**config.mk**
```make
export PLATFORM = sky130hd
export DESIGN_NAME = uart_tx_arbiter
export DESIGN_NICKNAME = d
export VERILOG_FILES = /design/src/rtl/uart_pkg.sv /design/src/rtl/uart_rr_arb2.sv /design/src/rtl/uart_tx_arbiter.sv
export SDC_FILE = /design/constraint.sdc
export NUM_CORES = 1
export LEC_CHECK = 0
export ABC_AREA = 1
export BUFFER_PORTS_ARGS = -buffer_cell sky130_fd_sc_hd__buf_2
export CAP_MARGIN = 20
export CORE_AREA = 5 5 45 47
export CTS_CLUSTER_SIZE = 30
export DETAILED_ROUTE_END_ITERATION = 10
export DIE_AREA = 0 0 50 52
export GPL_TIMING_DRIVEN = 0
export PLACE_DENSITY = 0.76
export SLEW_MARGIN = 20
export SYNTH_ARGS = -nofsm -noshare
export SYNTH_HDL_FRONTEND = slang
export SYNTH_SLANG_ARGS = --single-unit
```
**constraint.sdc**
```tcl
create_clock -name clk -period 3.65 [get_ports clk]
set_input_delay 0.365 -clock clk [delete_from_list [all_inputs] [get_ports clk]]
set_output_delay 0.365 -clock clk [all_outputs]
set_load 0.01 [all_outputs]
```
**src/rtl/uart_pkg.sv**
```systemverilog
// Shared definitions for the UART transmit arbiter: FSM state encoding,
// serial timing constants and the default start-handshake timeout.
package uart_pkg;

    typedef logic [1:0] state_t;

    localparam logic [1:0] ST_IDLE      = 2'd0;
    localparam logic [1:0] ST_START     = 2'd1;
    localparam logic [1:0] ST_WAIT_BUSY = 2'd2;
    localparam logic [1:0] ST_WAIT_DONE = 2'd3;

    localparam int CLK_FREQ   = 10_000_000;
    localparam int BAUD_RATE  = 115_200;
    localparam int BIT_PERIOD = CLK_FREQ / BAUD_RATE;

    localparam int DEFAULT_TIMEOUT_CYCLES = 16;

endpackage

```
**src/rtl/uart_rr_arb2.sv**
```systemverilog
// Two-way round-robin grant: a lone requester always wins, and on a tie the
// requester that was not served last wins.
module uart_rr_arb2
    import uart_pkg::*;
(
    input  logic [1:0] valid_i,
    input  logic       last_served_i,
    input  logic       enable_i,
    output logic [1:0] grant_o
);

    always_comb begin
        grant_o = 2'b00;
        if (enable_i) begin
            if (valid_i == 2'b11) begin
                grant_o = last_served_i ? 2'b01 : 2'b10;
            end else begin
                grant_o = valid_i;
            end
        end
    end

endmodule

```
**src/rtl/uart_tx_arbiter.sv**
```systemverilog
// Two requesters share one UART transmitter through a round-robin grant and a
// start/busy handshake FSM. Define UART_ARB_TIMEOUT_EN to abort unacknowledged starts.
module uart_tx_arbiter
    import uart_pkg::*;
#(
    parameter int TIMEOUT_CYCLES = DEFAULT_TIMEOUT_CYCLES
) (
    input  logic       clk,
    input  logic       rst_n,
    input  logic       req0_valid,
    input  logic [7:0] req0_data,
    output logic       req0_ready,
    input  logic       req1_valid,
    input  logic [7:0] req1_data,
    output logic       req1_ready,
    output logic       tx_start,
    output logic [7:0] tx_data,
    input  logic       tx_busy,
    output logic       grant_id,
    output logic       timeout_err
);

    state_t     state_q, state_d;
    logic [7:0] tx_data_q, tx_data_d;
    logic       grant_id_q, grant_id_d;
    logic       last_served_q, last_served_d;
    logic [1:0] grant;
    logic       arb_enable;
    logic       timeout_hit;

    if (TIMEOUT_CYCLES < 2 || TIMEOUT_CYCLES > 255) begin : g_bad_timeout
        $error("uart_tx_arbiter: TIMEOUT_CYCLES must be within 2..255");
    end

    assign arb_enable = (state_q == ST_IDLE) && !tx_busy;

    uart_rr_arb2 u_rr_arb (
        .valid_i       ({req1_valid, req0_valid}),
        .last_served_i (last_served_q),
        .enable_i      (arb_enable),
        .grant_o       (grant)
    );

    assign req0_ready = grant[0];
    assign req1_ready = grant[1];

`ifdef UART_ARB_TIMEOUT_EN
    localparam logic [7:0] TIMEOUT_LAST = 8'(TIMEOUT_CYCLES - 1);

    logic [7:0] timeout_cnt_q, timeout_cnt_d;
    logic       timeout_err_q;

    // Counts cycles since the start pulse, so it expires TIMEOUT_CYCLES after tx_start.
    always_comb begin
        timeout_cnt_d = timeout_cnt_q;
        if (state_q == ST_IDLE) begin
            timeout_cnt_d = 8'd0;
        end else if (timeout_cnt_q != 8'hFF) begin
            timeout_cnt_d = timeout_cnt_q + 8'd1;
        end
    end

    assign timeout_hit = (state_q == ST_WAIT_BUSY) && !tx_busy
                         && (timeout_cnt_q == TIMEOUT_LAST);

    always_ff @(posedge clk or negedge rst_n) begin
        if (!rst_n) begin
            timeout_cnt_q <= 8'd0;
            timeout_err_q <= 1'b0;
        end else begin
            timeout_cnt_q <= timeout_cnt_d;
            timeout_err_q <= timeout_hit;
        end
    end

    assign timeout_err = timeout_err_q;
`else
    assign timeout_hit = 1'b0;
    assign timeout_err = 1'b0;
`endif

    always_comb begin
        state_d       = state_q;
        tx_data_d     = tx_data_q;
        grant_id_d    = grant_id_q;
        last_served_d = last_served_q;
        case (state_q)
            ST_IDLE: begin
                if (grant != 2'b00) begin
                    tx_data_d     = grant[1] ? req1_data : req0_data;
                    grant_id_d    = grant[1];
                    last_served_d = grant[1];
                    state_d       = ST_START;
                end
            end
            ST_START: state_d = ST_WAIT_BUSY;
            ST_WAIT_BUSY: begin
                if (tx_busy) begin
                    state_d = ST_WAIT_DONE;
                end else if (timeout_hit) begin
                    state_d = ST_IDLE;
                end
            end
            ST_WAIT_DONE: begin
                if (!tx_busy) begin
                    state_d = ST_IDLE;
                end
            end
            default: state_d = ST_IDLE;
        endcase
    end

    // last_served resets to 1 so requester 0 wins the first tie.
    always_ff @(posedge clk or negedge rst_n) begin
        if (!rst_n) begin
            state_q       <= ST_IDLE;
            tx_data_q     <= 8'h00;
            grant_id_q    <= 1'b0;
            last_served_q <= 1'b1;
        end else begin
            state_q       <= state_d;
            tx_data_q     <= tx_data_d;
            grant_id_q    <= grant_id_d;
            last_served_q <= last_served_d;
        end
    end

    assign tx_start = (state_q == ST_START);
    assign tx_data  = tx_data_q;
    assign grant_id = grant_id_q;

endmodule

```
# ---- Yosys cells after proc, flatten, opt, wreduce, memory -nomap -nowiden
# Index checks and enable logic that the tools add are counted.
dict set report word_totals {
  ff_bits 12
  input_bits 21
  word_cells 25
}
dict set report op_classes {
  eq_ne 7
  n_mux 8
  reduce_logical 6
}
# cell n
set ops {}
lappend ops {{$mux 2} 6}
lappend ops {{$mux 8} 1}
lappend ops {{$pmux 2 s4} 1}
lappend ops {{$eq 2x2->1 const B} 3}
lappend ops {{$ne 2x2->1 const B} 2}
lappend ops {{$reduce_and 3->1} 1}
lappend ops {{$eq 2x1->1 const B} 1}
lappend ops {{$logic_not 2->1} 1}
lappend ops {{$ne 2x1->1 const B} 1}
lappend ops {{$reduce_and 2->1} 1}
lappend ops {{$reduce_bool 2->1} 1}
lappend ops {{$logic_and 1x1->1} 1}
lappend ops {{$logic_not 1->1} 1}

# ---- Logic depth before layout (Yosys ltp)
dict set report logic_depth {
  ltp_word 6
  mapped_depth 10
}

# ---- Modules after synthesis
# From an unflattened synthesis, not the netlist that was laid out.
dict set report hier_totals {
  cells_unflattened 90
  hier_area_um2 779.5
}
# mod instances cells_per_inst area_each_um2
set modules_own_cells {}
lappend modules_own_cells {uart_tx_arbiter 1 85 758.2}
lappend modules_own_cells {uart_rr_arb2 1 5 21.3}

# ---- Worst setup path after synthesis
# No wires, ideal clock.
dict set report synth_path {
  path_kind {reg-to-output}
  from {register state_q[0]}
  to {output port req1_ready}
  arrival_time_ns 1.208
  slack_ns 2.077
  stages_incl_launch_ff 9
  n_path_buf 2
  path_cell_list {dfrtp_1 > inv_1 > ha_1 > inv_1 > nor2_2 > nand2_1 > buf_6 > buf_4 > inv_1}
}
dict set report synth_between {
  elab_chain_cells 3
}
# element line_no
set synth_rtl {}
lappend synth_rtl {{from (decl)} uart_tx_arbiter.sv:23} ;# state_t state_q, state_d;
lappend synth_rtl {{from (signal assigned)} uart_tx_arbiter.sv:121} ;# state_q <= state_d;
lappend synth_rtl {{$logic_not 2->1} uart_tx_arbiter.sv:35} ;# assign arb_enable = (state_q == ST_IDLE) && !tx_busy;
lappend synth_rtl {{$logic_and 1x1->1} uart_tx_arbiter.sv:35}
lappend synth_rtl {{$mux 2} uart_rr_arb2.sv:14} ;# if (enable_i) begin
lappend synth_rtl {{to (decl)} uart_tx_arbiter.sv:15} ;# output logic req1_ready,
# Every way passes these cells.

# ---- Worst setup path after layout
dict set report layout_path {
  from {register state_q[0]}
  to {output port req0_ready}
}
dict set report layout_between {
  elab_chain_cells 3
}
# element line_no
set layout_rtl {}
lappend layout_rtl {{$logic_not 2->1} uart_tx_arbiter.sv:35}
lappend layout_rtl {{$logic_and 1x1->1} uart_tx_arbiter.sv:35}
lappend layout_rtl {{$mux 2} uart_rr_arb2.sv:14}
lappend layout_rtl {{to (decl)} uart_tx_arbiter.sv:12} ;# output logic req0_ready,
# Every way passes these cells.

==> run summary <==
Finished Layout Cells = 152
Delay-heaviest family, CP = buffers and inverters
Hold path cells = 3
Unrepaired setup endpoints after global routing = no
Critical path type = reg -> out
Yosys top cell area share = 38.3%
Synth-to-layout area growth = 30.3%
Synth area leaders = dfrtp_1 38%, nand2_1 14%, nand3_1 8.4%, inv_1 8.4%, ha_1 7.0%
Mux contribution to synthesized area = 0%
Commonest non-fill, non-tap cell in the layout = buf_2
Final Wtd Congestion = 0.740
WP buf/inv = 5
Clock share of power = 13.5%
Synth Area in XOR/XNOR = 0%
CP required = 3280 ps
F_max = 486 MHz
Post-Route WL = 1600 µm
Post-Syn Area = 718 µm²
Cell Pwr Density = 677 mW/mm²
Tmin final = 2060 ps
Clock latency on the worst-skew pair = 270 ps
Final #Nets = 161
Clock Sinks = 12
Post-Syn Instances = 98
Layout Skew = 10.6 ps
Pint = 0.377 mW
WHS Endpoint = tx_data[5]$_DFFE_PN0P_
Reg2reg path depth = 8
Detailed router's first-iteration violation count = 20
Vias in the first global route = 643
Hold Path Origin = req1_data[5]
Antenna diodes = 0
Crit path arrival time = 1690 ps
IO Count = 34
ANT nets after route = 0
Fin. Hold Viols = 0
Total gr overflow = 0
GRT Resource Usage Total = 12.4%
Die area = 0.00260 mm²
Sequential share of power = 38.1%
Flop2flop setup slack = 2150 ps
CTS tree = done
Switching share of power = 40.5%
Adder-cell share of the synthesized area = 6.97%
Setup total negative slack = 0 ps
Die Wd = 50 µm
Die Y = 52 µm
Synthesis-stage register bit count = 12
Max Root-Sink Buffers = 2
Tcrit/Tclk final = 56.4%
Routed vias/inst = 4.61
Placed Cells = 147
R2R Path End = tx_data[0]$_DFFE_PN0P_
CP Capture Type = output pin
CP Max Fanout = 10
Drt wl/cell = 10.5 µm
Crit-path cells = inv_1 -> ha_1 -> inv_1 -> nor2_2 -> nand3_1 -> buf_4 -> inv_1 -> buf_2
Max Cap Violations = 0
Post-DP HPWL = 1220 µm
Setup crit start kind = register
CTS Buf Count = 3
I/O Buffers = 32
DR vias = 700
Most used cell, CP = inv_1
Synth warn = 0
Lkg Pwr = 0.587 nW
Outcome = finished clean
Core Box Area = 0.00161 mm²
First-pass iteration count of the detailed router = 4
Fin. max-slew vios = 0
P_sw = 0.256 mW
Largest net degree at the start of global routing = 13
Global-route wire length before repair = 2500 µm
Seq/Total Area, Yosys = 42.0%
Final setup viols = 0
Synth Net Count = 123
Drt drc = 0
HP Class = in -> reg
Post-CTS Setup Inserts = 0
CP peak stage delay = 420 ps
Compound-Gate Fraction of Synth Area = 7.67%
Most frequent cells in the layout = 33 x buf_2, 26 x nand2_1, 16 x inv_1, 12 x nand3_1, 11 x dfrtp_1
RR Startpoint = state_q[0]$_DFFE_PN0P_
Combinational power share = 48.4%
Initial antenna violation count = 0
Syn Area/Cell = 7.33 µm²
CTS resizes = 0
Peak supply drop = 0.288 mV
CTS H-tree lvls = 1
Crit path max-delay cell type = dfrtp_1
Main combinational cell family by area after synthesis = simple AND/OR/NAND/NOR gates
Cts-stage hold buffer count = 1
Row cnt = 15
Cell taking the most area after synthesis = dfrtp_1
Reg clk slew, reported paths = 80 ps
Post-synthesis simple-gate area fraction = 29.1%
Initial Util = 44.5%
CTS root buffer = clkbuf_4
Yosys cell types = 16
Layout cells sized above 1 = 31.9%
## metrics by stage
stage	util, %	area, µm²	hold slack (ps)	worst slack, ps	total power [mW]
after floorplan	-	718	69.4	2080	0.447
after global placement	55.7	900	251	1910	0.543
after detailed placement	55.7	900	255	1870	0.552
after CTS	58.0	936	339	1570	0.642
after global routing	58.0	936	349	1430	0.695
final	58.0	936	344	1590	0.633
## cells by family (layout without fill, tap and decap cells)
group,Yosys count,after routing
AO/OA/AOI/OAI,11,11
adder cells (fa/ha/maj),4,4
buffers and inverters,21,58
flip-flops,12,12
other,1,1
AND/OR/NAND/NOR,49,49
## layout make-up
cell class / count / area (µm²)
Fill cell: 163 / 678
Timing Repair Buffer: 33 / 170
Tap cell: 17 / 21.3
Sequential cell: 12 / 302
Inverter: 16 / 60.1
Multi-Input combinational cell: 65 / 318
Buffer: 5 / 38.8
Clock buffer: 4 / 26.3
## flip-flops by register name, summed over array words and instances, names as in the netlist
signal,flops
tx_data,8
last_served_q,1
grant_id,1
state_q,2
## power by group through the flow
stage	clock network (mW)	logic, mW	registers, mW
after global routing	0.0962	0.348	0.251
after detailed placement	0	0.309	0.244
after CTS	0.0903	0.310	0.242
after floorplan	0	0.183	0.264
after global placement	0	0.302	0.241
final	0.0858	0.306	0.241
## per-layer routing
metal | GRT usage, % | share of wire, %
met4 | 5.24 | 1.1
met3 | 2.29 | 7.1
met2 | 23.0 | 51
met1 | 13.4 | 41
met5 | 0 | 0
## Yosys cell counts
cell / count
nor2_1: 9
nor2_2: 1
o21ai_0: 1
nand2_4: 1
nand2_1: 26
nand3_1: 12
inv_1: 16
o21ai_1: 8
dfstp_2: 1
dfrtp_1: 11
conb_1: 1
ha_1: 4
buf_4: 3
buf_6: 1
buf_2: 1
a21oi_1: 2
## worst reg2reg max path, cell delays in order, from the launching register on
cell     delay (ps)
dfrtp_1         420
inv_1           100
ha_1            170
inv_1            60
nor2_2          100
nand3_1         170
buf_4           230
nand3_1         100
o21ai_1          60
## worst max path at each step
stage                 end                   start  cells after the start  slack [ps]
6_report       req0_ready  state_q[0]$_DFFE_PN0P_                      8        1590
5_1_grt        req0_ready  state_q[0]$_DFFE_PN0P_                      8        1430
4_1_cts        req0_ready  state_q[0]$_DFFE_PN0P_                      8        1570
3_5_place_dp   req0_ready  state_q[0]$_DFFE_PN0P_                      8        1870
3_3_place_gp   req0_ready  state_q[0]$_DFFE_PN0P_                      8        1910
2_1_floorplan  req1_ready  state_q[0]$_DFFE_PN0P_                      8        2080
Power figures use the tool's default switching activity.
